File: src/rtl/mmio_timer.sv
// mmio_timer: memory-mapped timer/compare peripheral on the CPU data bus.
//
// Register window: 16 bytes at BASE_ADDR (decode on addr[31:4]).
//   0x0 CTRL    [0] EN, [1] RELOAD, [2] IRQEN, [15:8] PRESC
//   0x4 COUNT   32-bit up-counter, read/write
//   0x8 COMPARE 32-bit compare value, read/write
//   0xC STATUS  [0] MATCH, [1] OVF (sticky, write-1-to-clear in byte lane 0)
//
// Ports:
//   clk     rising-edge clock
//   rst     asynchronous active-low reset
//   ce      bus access enable
//   we      1 = write, 0 = read
//   addr    byte address; [3:2] selects register, [1:0] ignored
//   sel     byte-lane write enables
//   data_i  write data
//   data_o  read data, combinational, 0 when not reading this block
//   hit_o   ce & address-in-window, combinational
//   irq_o   registered level interrupt
module mmio_timer #(
  parameter logic [31:0] BASE_ADDR = 32'h1000_0000
) (
  input  logic        clk,
  input  logic        rst,
  input  logic        ce,
  input  logic        we,
  input  logic [31:0] addr,
  input  logic [3:0]  sel,
  input  logic [31:0] data_i,
  output logic [31:0] data_o,
  output logic        hit_o,
  output logic        irq_o
);

  typedef enum logic [1:0] {
    REG_CTRL    = 2'd0,
    REG_COUNT   = 2'd1,
    REG_COMPARE = 2'd2,
    REG_STATUS  = 2'd3
  } reg_e;

  // Implemented CTRL bits; everything else reads 0 and ignores writes.
  localparam logic [31:0] CTRL_MASK = 32'h0000_FF07;

  logic [31:0] ctrl_q,    ctrl_d;
  logic [31:0] count_q,   count_d;
  logic [31:0] compare_q, compare_d;
  logic        match_q,   match_d;
  logic        ovf_q,     ovf_d;
  logic [7:0]  pcnt_q,    pcnt_d;
  logic        irq_d;

  logic        ctrl_en, ctrl_reload, ctrl_irqen;
  logic [7:0]  ctrl_presc;
  logic        wr_en, rd_en;
  reg_e        reg_sel;
  logic [31:0] byte_mask;
  logic        tick;
  logic [31:0] count_tick;
  logic        match_set, ovf_set;
  logic        unused_addr_bits;

  assign ctrl_en     = ctrl_q[0];
  assign ctrl_reload = ctrl_q[1];
  assign ctrl_irqen  = ctrl_q[2];
  assign ctrl_presc  = ctrl_q[15:8];

  // Bus decode: everything is combinational so accesses complete in-cycle.
  assign hit_o   = ce & (addr[31:4] == BASE_ADDR[31:4]);
  assign wr_en   = hit_o & we;
  assign rd_en   = hit_o & ~we;
  assign reg_sel = reg_e'(addr[3:2]);
  assign unused_addr_bits = ^addr[1:0];

  always_comb begin
    for (int i = 0; i < 4; i++) begin
      byte_mask[8*i +: 8] = {8{sel[i]}};
    end
  end

  function automatic logic [31:0] merge_bytes(input logic [31:0] old_val,
                                              input logic [31:0] new_val,
                                              input logic [31:0] mask);
    return (old_val & ~mask) | (new_val & mask);
  endfunction

  assign tick = ctrl_en & (pcnt_q == ctrl_presc);

  // Tick result from the pre-edge COUNT; match has priority over overflow,
  // but when COMPARE is all-ones both flags set on the same tick.
  always_comb begin
    // NOTE: every combinational output gets a default first so no path
    // leaves it unassigned and no latch is inferred.
    count_tick = count_q + 32'd1;
    match_set  = 1'b0;
    ovf_set    = 1'b0;
    if (tick) begin
      if (count_q == compare_q) begin
        match_set = 1'b1;
        ovf_set   = (count_q == 32'hFFFF_FFFF) & ~ctrl_reload;
        if (ctrl_reload) count_tick = 32'd0;
      end else if (count_q == 32'hFFFF_FFFF) begin
        ovf_set    = 1'b1;
        count_tick = 32'd0;
      end
    end
  end

  always_comb begin
    ctrl_d    = ctrl_q;
    compare_d = compare_q;
    count_d   = tick ? count_tick : count_q;
    match_d   = match_q;
    ovf_d     = ovf_q;

    if (wr_en) begin
      unique case (reg_sel)
        REG_CTRL:    ctrl_d    = merge_bytes(ctrl_q, data_i, byte_mask) & CTRL_MASK;
        // Written bytes override the tick result; the rest keep it.
        REG_COUNT:   count_d   = merge_bytes(count_d, data_i, byte_mask);
        REG_COMPARE: compare_d = merge_bytes(compare_q, data_i, byte_mask);
        REG_STATUS: begin
          if (sel[0] && data_i[0]) match_d = 1'b0;
          if (sel[0] && data_i[1]) ovf_d   = 1'b0;
        end
        default: ;
      endcase
    end

    // Hardware set is applied after the clear so it wins a collision.
    if (match_set) match_d = 1'b1;
    if (ovf_set)   ovf_d   = 1'b1;

    if (wr_en && reg_sel == REG_CTRL) pcnt_d = 8'd0;
    else if (!ctrl_en || tick)        pcnt_d = 8'd0;
    else                              pcnt_d = pcnt_q + 8'd1;

    irq_d = ctrl_d[2] & (match_d | ovf_d);
  end

  // NOTE: state uses non-blocking assignments and an asynchronous reset
  // so every flop updates together and clears without a clock edge.
  always_ff @(posedge clk or negedge rst) begin
    if (!rst) begin
      ctrl_q    <= 32'd0;
      count_q   <= 32'd0;
      compare_q <= 32'hFFFF_FFFF;
      match_q   <= 1'b0;
      ovf_q     <= 1'b0;
      pcnt_q    <= 8'd0;
      irq_o     <= 1'b0;
    end else begin
      ctrl_q    <= ctrl_d;
      count_q   <= count_d;
      compare_q <= compare_d;
      match_q   <= match_d;
      ovf_q     <= ovf_d;
      pcnt_q    <= pcnt_d;
      irq_o     <= irq_d;
    end
  end

  always_comb begin
    data_o = 32'd0;
    if (rd_en) begin
      unique case (reg_sel)
        REG_CTRL:    data_o = ctrl_q;
        REG_COUNT:   data_o = count_q;
        REG_COMPARE: data_o = compare_q;
        REG_STATUS:  data_o = {30'd0, ovf_q, match_q};
        default:     data_o = 32'd0;
      endcase
    end
  end

endmodule

File: config.mk
export PLATFORM = sky130hd
export DESIGN_NAME = mmio_timer
export DESIGN_NICKNAME = d
export VERILOG_FILES = /design/src/rtl/mmio_timer.sv
export SDC_FILE = /design/constraint.sdc
export NUM_CORES = 1
export LEC_CHECK = 0
export BUFFER_PORTS_ARGS = -buffer_cell sky130_fd_sc_hd__buf_2
export CORE_MARGIN = 2
export CORE_UTILIZATION = 56
export DETAILED_ROUTE_END_ITERATION = 10
export PLACE_DENSITY = 0.81
export SKIP_LAST_GASP = 1
export SLEW_MARGIN = 20
export SYNTH_ARGS = -nofsm -noshare
export SYNTH_HDL_FRONTEND = slang
export SYNTH_SLANG_ARGS = --single-unit
File: constraint.sdc
create_clock -name clk -period 2.5 [get_ports clk]
set_input_delay 0 -clock clk [delete_from_list [all_inputs] [get_ports clk]]
set_output_delay 0 -clock clk [all_outputs]
set_load 0.1 [all_outputs]
# Yosys cells after proc, flatten, opt, wreduce, memory -nomap -nowiden
# Cells that the tools add are included.
# word_totals
register_bits,86
# classes
addsub,2
eq_ne,7
muxes,25
n_bitwise,17
reduce_logical,8
# ops
cell,n
$mux 32,7
$pmux 32 s4,1
$and 32x32->32,3
$or 32x32->32,2
$add 32x1->32 const B,1
$eq 32x32->1,1
$eq 32x32->1 const B,1
$not 32->32,1
$eq 28x25->1 const B,1
$and 16x16->16,1
$mux 8,2
$or 16x16->16,1
$mux 1,13
$add 8x1->8 const B,1
$eq 8x8->1,1
$and 1x1->1,6
$mux 3,2
$eq 2x2->1 const B,2
$reduce_and 2->1,2
$logic_and 1x1->1,3
$eq 2x1->1 const B,1
$logic_not 2->1,1
$not 1->1,2
$logic_not 1->1,1
2 further kinds,2

# Logic depth before layout (Yosys ltp)
# logic_depth
word_depth,8
ltp_mapped,9

# Worst setup path before layout
# OpenSTA, ideal clock, no wires.
# synth_timing
path_type,in2out
start,in addr[20]
end,out data_o[10]
t_arrival_ps,3559
path_slack_ps,-1059
path_stages,6
n_path_buf,1
cell_sequence,nor4b_1 nand4_1 nor2_1 nand2_1 clkbuf_1 nor2_1
# synth_via
elab_chain_cells,4
# synth_lines
item,line_no,rtl
start: declaration,27,"input logic [31:0] addr,"
$eq 28x25->1,69,assign hit_o = ce & (addr[31:4] == BASE_ADDR[31:4]);
$and 1x1->1,69,
via hit_o,31,"output logic hit_o,"
$and 1x1->1,71,assign rd_en = hit_o & ~we;
$mux 32,165,if (rd_en) begin
end: declaration,30,"output logic [31:0] data_o,"
# The timed path passes the listed nets, and every way through them passes these cells.

==> flow_metrics.py <==
metrics = {
    "timing": {
        "slew_violations": 0,
        "finalSetupViolCount": 0,
        "fin_crit_sh_pct": 93.18,
        "fmax_ghz": 0.4293,
        "finalWorstSetupSlack_ns": 0.1706,
        "finalSetupTns_ns": 0,
        "rsz0062_at_grt": "false",
        "tightest_slew_ns": 0.7122,
        "post-route-min-period_ns": 2.329,
        "timing_hold_violations_final": 0,
        "slew_headroom_pct": 52.52,
        "clock_skew_ns": 0.01228,
    },
    "min_path": {
        "hp-start": "sel[0]",
        "hold_depth": 3,
        "hold_path_class": "in -> reg",
    },
    "final_layout": {
        "multi_input_area_um2": 3099,
        "antenna_cells": 0,
        "num-fill-cells": 718,
        "regArea_um2": 2192,
        "syn_to_final_growth_pct": 26.29,
        "fin_area_um2": 6883,
        "drive_above_1_share_pct": 36.11,
        "layout.nets": 800,
        "fin_util_pct": 71.74,
    },
    "logic_synthesis": {
        "synthMuxAreaShare_pct": 11.96,
        "postSynthNetCount": 662,
        "synth_common_cells": "58 x nor2_1, 54 x dfrtp_1, 53 x xor2_1",
        "yosysSeqAreaShare_pct": 40.22,
        "synth-edff-count": 0,
        "ys_ff_latch": 86,
        "synth_cell_types": 47,
        "yosys_warnings": 0,
        "yosysTopAreaCell": "dfrtp_1",
        "synth_top_family_by_area": "simple AND/OR/NAND/NOR gates",
        "synth.most_common_cell": "nor2_1",
        "synth-compound-area-share_pct": 10.03,
        "synthCells": 588,
        "synthAdderAreaFrac_pct": 0.4591,
        "yosysTopAreaCellShare_pct": 24.79,
        "synth-simple-area-share_pct": 21.49,
        "yosys_most_used_dff": "dfrtp_1",
        "netlist_top_cells_area": "dfrtp_1 25%, dfstp_2 15%, mux2_2 8.7%, xor2_1 8.5%, nor2_1 4.0%",
        "synthXorXnorAreaFrac_pct": 11.09,
        "syn-mean-instance-area_um2": 9.269,
        "syn_area_um2": 5450,
        "synth-async-reset-ratio_pct": 100.0,
    },
    "pwr": {
        "power_mw": 2.840,
        "ir_worst_vdd_v": 0.0003387,
        "leakagePower_nw": 3.273,
        "pwr_density_cell_nw_per_um2": 412.6,
    },
    "clock_tree": {
        "htree_num_levels": 3,
        "cts-buffers-inserted": 9,
        "cts.sinks": 86,
        "clockBufferDepth": 2,
        "post_cts_buffers": 0,
        "path_clk_slew_ns": 0.09,
        "cts_root_buffer": "clkbuf_8",
        "worstSkewPairLatency_ns": 0.36,
        "cts_tree": "done",
    },
    "routing": {
        "drt_wl_total_um": 15790,
        "drc": 0,
        "drt-initial-drc-count": 325,
        "dr_total_vias": 5089,
        "detail_route.wl_per_cell_um": 18.28,
        "drtAntennaViolNets": 0,
        "vias_per_cell": 5.890,
        "drt_first_pass_iters": 5,
    },
    "place": {
        "port_buffers": 103,
        "routabilityCongestion": 0.9516,
        "dp_slack_ns": 0.1645,
        "place_area_um2": 6270,
        "hpwl_um": 11540,
    },
    "die": {
        "row_count": 36,
        "die_w_um": 102.7,
        "die_h_um": 102.7,
        "die_area_um2": 10540,
        "top_level_ports": 106,
        "core_area_um2": 9594,
        "start_util_pct": 56.81,
    },
    "flow_run": {
        "drv_cap": 0,
    },
    "worst_setup_path": {
        "critPathSlowestCell": "dfstp_2",
        "reg2reg_depth": 7,
        "start_kind": "register",
        "crit_fanout": 16,
        "crit_required_ns": 2.73,
        "reg2reg_slack_ns": 0.17,
        "r2r_end": "count_q[21]",
        "crit_path_end_kind": "register",
        "path_cells": "xor2_1 > nor4_1 > nand4_1 > nor2_1 > mux2i_2 > buf_4 > o21ai_0",
        "cp_top_family": "simple AND/OR/NAND/NOR gates",
        "critPathMaxStageDelay_ns": 0.56,
        "crit_arrival_ns": 2.56,
        "critPathBufInv": 1,
        "critical_path_class": "reg -> reg",
    },
    "global_route": {
        "grt_pass1_wl_um": 25060,
        "antenna_found_initial": 0,
        "grt_max_degree": 81,
        "gr-usage-all-layers_pct": 31.07,
        "grt_overflow": 0,
        "grt_pass1_vias": 5048,
    },
    "status": {
        "status": "completed",
    },
}
## area by class of cell
cell class | instances | area share (%)
repair buffers | 164 | 15.47
clock inverters | 3 | 1.309
flip-flops and latches | 86 | 31.85
well taps | 133 | 2.418
clock buffers | 13 | 2.454
inverters | 27 | 1.472
multi-input cells | 438 | 45.03
## tightest hold or removal path: stages
cell and delay (ns):
buf_2 0.13, nand3_1 0.18, mux2i_1 0.10
## how the worst max path moves through the flow
stage	start	end	depth (start not counted)
after global routing	pcnt_q[1]	count_q[25]	8
after detailed placement	pcnt_q[2]	count_q[28]	6
after floorplan	addr[20]	data_o[10]	6
after global placement	pcnt_q[2]	count_q[28]	6
after CTS	pcnt_q[5]	count_q[28]	6
final	register	count_q[21]	7
## stage by stage
| stage | hold WS (ns) | cells |
|---|---|---|
| floorplan | -0.2956 | 588 |
| global placement | 0.2138 | 814 |
| detailed placement | 0.2240 | 814 |
| CTS | 0.06108 | 864 |
| global route | 0.08560 | 864 |
| finish | 0.07915 | 864 |
## kinds of logic (layout without fill, tap and decap cells)
kind of cell | Yosys count | in the layout
DFF | 86 | 86
adders and majority gates | 2 | 2
and+or+nand+nor | 227 | 227
xor gates and xnor gates | 69 | 69
buffers and inverters | 64 | 207
muxes | 57 | 57
AOI/OAI and AO/OA | 83 | 83
## per-layer routing
metal,vias up,routed length (um),GRT usage [%]
met2,166,8037,53.59
met5,-,0,0
met3,28,765,4.203
met4,0,400,12.31
met1,2499,6588,39.66
li1,2396,-,-
## layout by cell type, fill, tap and decap left out, types with 13 or more instances in the layout
master and count:
a21oi_1 13, a22oi_1 22, buf_2 102, buf_4 27, dfrtp_1 54, dfstp_2 32, dlygate4sd3_1 34, inv_1 27
mux2_2 42, nand2_1 46, nand3_1 26, nand4_1 18, nor2_1 27, nor2_2 30, nor4_1 31, o21ai_0 14
o22ai_1 16, xnor2_1 16, xor2_1 53
## repair_timing
item	in CTS	in global routing
setup endpoints to repair	0	3
endpoints found under the hold margin	130	0
hold buffers	34	0
resized for setup	0	2
## power breakdown
part / internal [mW] / switching [mW]
Sequential: 1.39 / 0.000799
Combinational: 0.0972 / 0.106
Clock: 0.747 / 0.495
Note: power is estimated with default switching activity, not from simulation.
